<file path="src/rtl/scan_sequencer.sv">
// 8-position scan sequencer: prescaled idx stepping, single/continuous sweep, up/down; all outputs registered.
// Optional SCAN_HOLD_EN adds a hold input that freezes stepping while RUN continues.
module scan_sequencer #(
    parameter int DIV_WIDTH = 16
) (
    input  logic                 clk,
    input  logic                 rst_n,
    input  logic                 start,
    input  logic                 stop,
    input  logic                 mode_cont,
    input  logic                 dir_down,
`ifdef SCAN_HOLD_EN
    input  logic                 hold,
`endif
    input  logic [DIV_WIDTH-1:0] div,
    output logic [2:0]           idx,
    output logic                 busy,
    output logic                 tick,
    output logic                 done
);

    typedef enum logic {
        IDLE = 1'b0,
        RUN  = 1'b1
    } state_t;

    state_t               state_q, state_d;
    logic [2:0]           idx_q, idx_d;
    logic                 busy_q, busy_d;
    logic                 tick_q, tick_d;
    logic                 done_q, done_d;
    logic [DIV_WIDTH-1:0] presc_q, presc_d;
    logic [DIV_WIDTH-1:0] div_q, div_d;
    logic                 cont_q, cont_d;
    logic                 down_q, down_d;
    logic                 hold_w;
    logic                 at_last;

`ifdef SCAN_HOLD_EN
    assign hold_w = hold;
`else
    assign hold_w = 1'b0;
`endif

    assign at_last = down_q ? (idx_q == 3'd0) : (idx_q == 3'd7);

    always_comb begin
        state_d = state_q;
        idx_d   = idx_q;
        busy_d  = busy_q;
        tick_d  = 1'b0;
        done_d  = 1'b0;
        presc_d = presc_q;
        div_d   = div_q;
        cont_d  = cont_q;
        down_d  = down_q;
        case (state_q)
            IDLE: begin
                if (start && !stop) begin
                    state_d = RUN;
                    busy_d  = 1'b1;
                    cont_d  = mode_cont;
                    down_d  = dir_down;
                    div_d   = div;
                    idx_d   = dir_down ? 3'd7 : 3'd0;
                    presc_d = '0;
                end
            end
            RUN: begin
                if (stop) begin
                    state_d = IDLE;
                    busy_d  = 1'b0;
                end else if (!hold_w) begin
                    if (presc_q == div_q) begin
                        presc_d = '0;
                        // The final dwell of a single sweep ends the scan instead of advancing.
                        if (!cont_q && at_last) begin
                            state_d = IDLE;
                            busy_d  = 1'b0;
                            done_d  = 1'b1;
                        end else begin
                            tick_d = 1'b1;
                            idx_d  = down_q ? (idx_q - 3'd1) : (idx_q + 3'd1);
                        end
                    end else begin
                        presc_d = presc_q + DIV_WIDTH'(1);
                    end
                end
            end
            default: begin
                state_d = IDLE;
                busy_d  = 1'b0;
            end
        endcase
    end

    always_ff @(posedge clk or negedge rst_n) begin
        if (!rst_n) begin
            state_q <= IDLE;
            idx_q   <= 3'd0;
            busy_q  <= 1'b0;
            tick_q  <= 1'b0;
            done_q  <= 1'b0;
            presc_q <= '0;
            div_q   <= '0;
            cont_q  <= 1'b0;
            down_q  <= 1'b0;
        end else begin
            state_q <= state_d;
            idx_q   <= idx_d;
            busy_q  <= busy_d;
            tick_q  <= tick_d;
            done_q  <= done_d;
            presc_q <= presc_d;
            div_q   <= div_d;
            cont_q  <= cont_d;
            down_q  <= down_d;
        end
    end

    assign idx  = idx_q;
    assign busy = busy_q;
    assign tick = tick_q;
    assign done = done_q;

endmodule

</file>
<file path="config.mk">
export PLATFORM = sky130hd
export DESIGN_NAME = scan_sequencer
export DESIGN_NICKNAME = d
export VERILOG_FILES = /design/src/rtl/scan_sequencer.sv
export SDC_FILE = /design/constraint.sdc
export NUM_CORES = 1
export LEC_CHECK = 0
export BUFFER_PORTS_ARGS = -buffer_cell sky130_fd_sc_hd__buf_2
export CAP_MARGIN = 10
export CORE_UTILIZATION = 57
export DETAILED_ROUTE_END_ITERATION = 12
export GPL_TIMING_DRIVEN = 0
export PLACE_DENSITY_LB_ADDON = 0.25
export SLEW_MARGIN = 20
export SYNTH_ARGS = -nofsm -noshare
export SYNTH_HDL_FRONTEND = slang
export SYNTH_SLANG_ARGS = --single-unit
</file>
<file path="constraint.sdc">
create_clock -name clk -period 1.9 [get_ports clk]
set_input_delay 0.095 -clock clk [delete_from_list [all_inputs] [get_ports clk]]
set_output_delay 0.095 -clock clk [all_outputs]
set_load 0.005 [all_outputs]
</file>
==> flow_summary_export.csv <==
group,metric,value,unit
worst_setup_path,arrival,1.98,ns
placed_design,dp_slack,-0.1047,ns
hold_path,worstHoldStart,"div[5]",
worst_setup_path,regToRegStartpoint,"presc_q[11]",
synth,yosysMostFrequentCell,"nand2_1",
drt,drt_iter0_drc,90,
sta,postLayoutSetupSlackWorst,0.1001,ns
placed_design,place.gp.congestion,0.8449,
clock_tree,cts_tree,"done",
drt,wl_per_cell,13.39,um
worst_setup_path,cp_max_fo,10,
clock_tree,cts_buffers,5,
pwr,p_clk_share,24.3,%
floorplan,ioPinCount,28,
synth,synth_edf_count,0,
placed_design,placed_area,0.002295,mm2
pwr,p_comb_share,25.2,%
pwr,p_seq_share,50.5,%
drt,routed_wl,4.432,mm
floorplan,fp.dieW,62.73,um
placed_design,place_inst,304,
drt,vias,1742,
sta,worst_pin_slew,0.8667,ns
sta,slew-limit-headroom,42.22,%
drt,via_per_inst,5.263,
clock_tree,htree_levels,2,
placed_design,dp_hpwl,3.005,mm
drt,ant_nets,0,
cells_and_area,final_cells,331,
cells_and_area,drive_gt1_share,19.30,%
synth,synth_top_area_share,48.81,%
floorplan,initial_core_util,61.07,%
synth,synth_common_cells,"nand2_1 (64), dfrtp_1 (41), xor2_1 (26), nor2_1 (20), nand3_1 (9)",
worst_setup_path,crit_path_start,"presc_q[11]",
synth,syn_avg_cell_area,9.100,um2
synth,synth-seq-cells,41,
cells_and_area,antenna_cells,0,
floorplan,die_height,62.73,um
worst_setup_path,r2r_slack,0.10,ns
floorplan,die-area,0.003934,mm2
global_route,antenna_found_initial,0,
pwr,irDropWorstVdd,0.5441,mV
global_route,grt_pass1_vias,1640,
sta,hold-worst-slack,0.003877,ns
worst_setup_path,crit_top_cell,"buf_4",
pwr,p_int,1.512,mW
worst_setup_path,max_stage_delay,0.45,ns
outcome,status,"complete, no violations",
synth,seq_area_frac_synth,48.81,%
synth,synth.area.top_cells,"dfrtp_1 (49%), nand2_1 (11%), xor2_1 (11%)",
synth,synth_cells,231,
cells_and_area,fin_util,75.46,%
global_route,grt_max_degree,42,
clock_tree,clockBufferDepth,2,
pwr,power.total,2.232,mW
sta,drv_slew,0,
flow_run,maxCapViolations,0,
clock_tree,clock_latency,0.29,ns
sta,hold_violations,0,
synth,ys_warn_count,0,
pwr,p_switching,0.7199,mW
worst_setup_path,end_kind,"flip-flop",
synth,synth_flop_cell,"dfrtp_1",
clock_tree,cts.sinks,41,
worst_setup_path,crit_slowest_cell,"dfrtp_2",
worst_setup_path,worstPathRequired,2.08,ns
sta,fmax,555.6,MHz
floorplan,rows,21,
worst_setup_path,worst-setup-path-type,"reg -> reg",
sta,setup_viol,0,
worst_setup_path,path_cells,"xor2_1 > nor4_2 > nand4_1 > buf_4 > o21ai_2 > buf_4 > nor2_1",
global_route,overflow,0,
cells_and_area,final_area,0.002597,mm2
cells_and_area,final_nets,308,
clock_tree,clockRootBuffer,"clkbuf_8",
pwr,swShare,32.25,%
pwr,power_leakage,1.300,nW
synth,async_flop_share,100.0,%
sta,period_minus_slack,1.800,ns
cells_and_area,syn_to_final_growth,23.57,%
sta,fin_worst_skew,0.006589,ns
synth,yosysUniqueCellTypes,36,
synth,syn_area,0.002102,mm2
sta,tns,0,ns
drt,dr.pass1.iters,4,
global_route,grt_first_pass_wirelength,7.417,mm
global_route,grt_usage,24.87,%
synth,synth_top_cell_by_area,"dfrtp_1",
synth,synth_nets,255,
drt,drc,0,
sta,post-route-period-util,94.73,%
clock_tree,path_clk_slew,0.08,ns
pwr,p_per_area,859.4,mW/mm2
placed_design,port_buffers,27,
hold_path,hold_path_class,"in -> reg",
worst_setup_path,startpoint_type,"flip-flop",
floorplan,core-area,0.003442,mm2
-- area by class of cell --
type / instances / area (um2)
multi-input combinational: 174 / 1033
sequential: 41 / 1031
fill: 261 / 844.6
timing repair buffer: 46 / 312.8
clock buffer: 6 / 72.57
tap: 46 / 57.56
buffer: 8 / 50.05
inverter: 8 / 30.03
clock inverter: 2 / 10.01
-- cell usage in the layout (no fill, tap or decap), types with 2 or more instances in the layout --
master / n
and4_1: 2
xor2_1: 26
clkbuf_1: 5
nand2_1: 64
xnor2_1: 4
buf_4: 4
a21oi_1: 4
o21ai_0: 7
nor4_2: 5
nor2_1: 20
dfrtp_2: 4
nand2b_1: 2
buf_2: 29
nor3_1: 4
dlygate4sd3_1: 15
o22a_1: 2
inv_1: 8
buf_6: 2
o22ai_1: 2
clkinv_2: 2
and2_1: 2
nand3_1: 9
nand4_1: 4
and3_1: 3
clkbuf_8: 5
dfrtp_1: 37
-- state kept, by name, indices dropped and copies added (netlist names) --
name and cells:
state_q 1, done 1, presc_q 16, down_q 1
idx 3, tick 1, cont_q 1, div_q 16
busy 1
-- timing repair --
action                                  in CTS  in global routing
pin swaps                                    1                  2
cloned                                       0                  1
setup buffers                                0                  3
endpoints found under the hold margin       55                  0
hold buffers                                15                  0
gates resized for setup                      4                  8
endpoints found under the setup margin      11                 15
-- metal layers --
| metal | vias up | wire length (um) | global-route usage [%] |
|---|---|---|---|
| met2 | 49 | 2018 | 38.45 |
| met3 | 4 | 225 | 5.474 |
| li1 | 870 | - | - |
| met4 | 0 | 29 | 8.721 |
| met5 | - | 0 | 0 |
| met1 | 819 | 2158 | 34.55 |
-- power groups by stage --
stage	Clock (mW)	Sequential, mW	Combinational [mW]
final	0.543	1.13	0.562
after CTS	0.554	1.13	0.517
after global placement	0	1.14	0.465
after global routing	0.591	1.15	0.632
after floorplan	0	1.12	0.333
after detailed placement	0	1.14	0.483
-- path summary, 6_finish.rpt --
kind                              end  cells after the start
setup / recovery           presc_q[5]                      7
hold / removal               div_q[5]                      3
setup reg to reg           presc_q[5]                      7
hold reg to reg              div_q[0]                      2
max in group asynchronous      idx[1]                      2
min in group asynchronous   div_q[10]                      2
-- worst max-delay path, delay by kind of cell (launching register included) --
kind | cells | cell delay [ns]
AOI/OAI and AO/OA | 1 | 0.20
buffers and inverters | 2 | 0.38
DFF | 1 | 0.45
and+or+nand+nor | 3 | 0.48
xor gates and xnor gates | 1 | 0.18
-- cell families (layout without fill, tap and decap cells) --
logic type      Yosys count  in the layout  synth area share (%)
compound gates           22             22                 7.024
flops                    41             41                 48.81
simple gates            120            120                 26.73
buf+inv                  16             70                 3.392
fa+ha+maj                 2              2                 1.548
xor+xnor                 30             30                 12.50
Power figures use the tool's default switching activity.
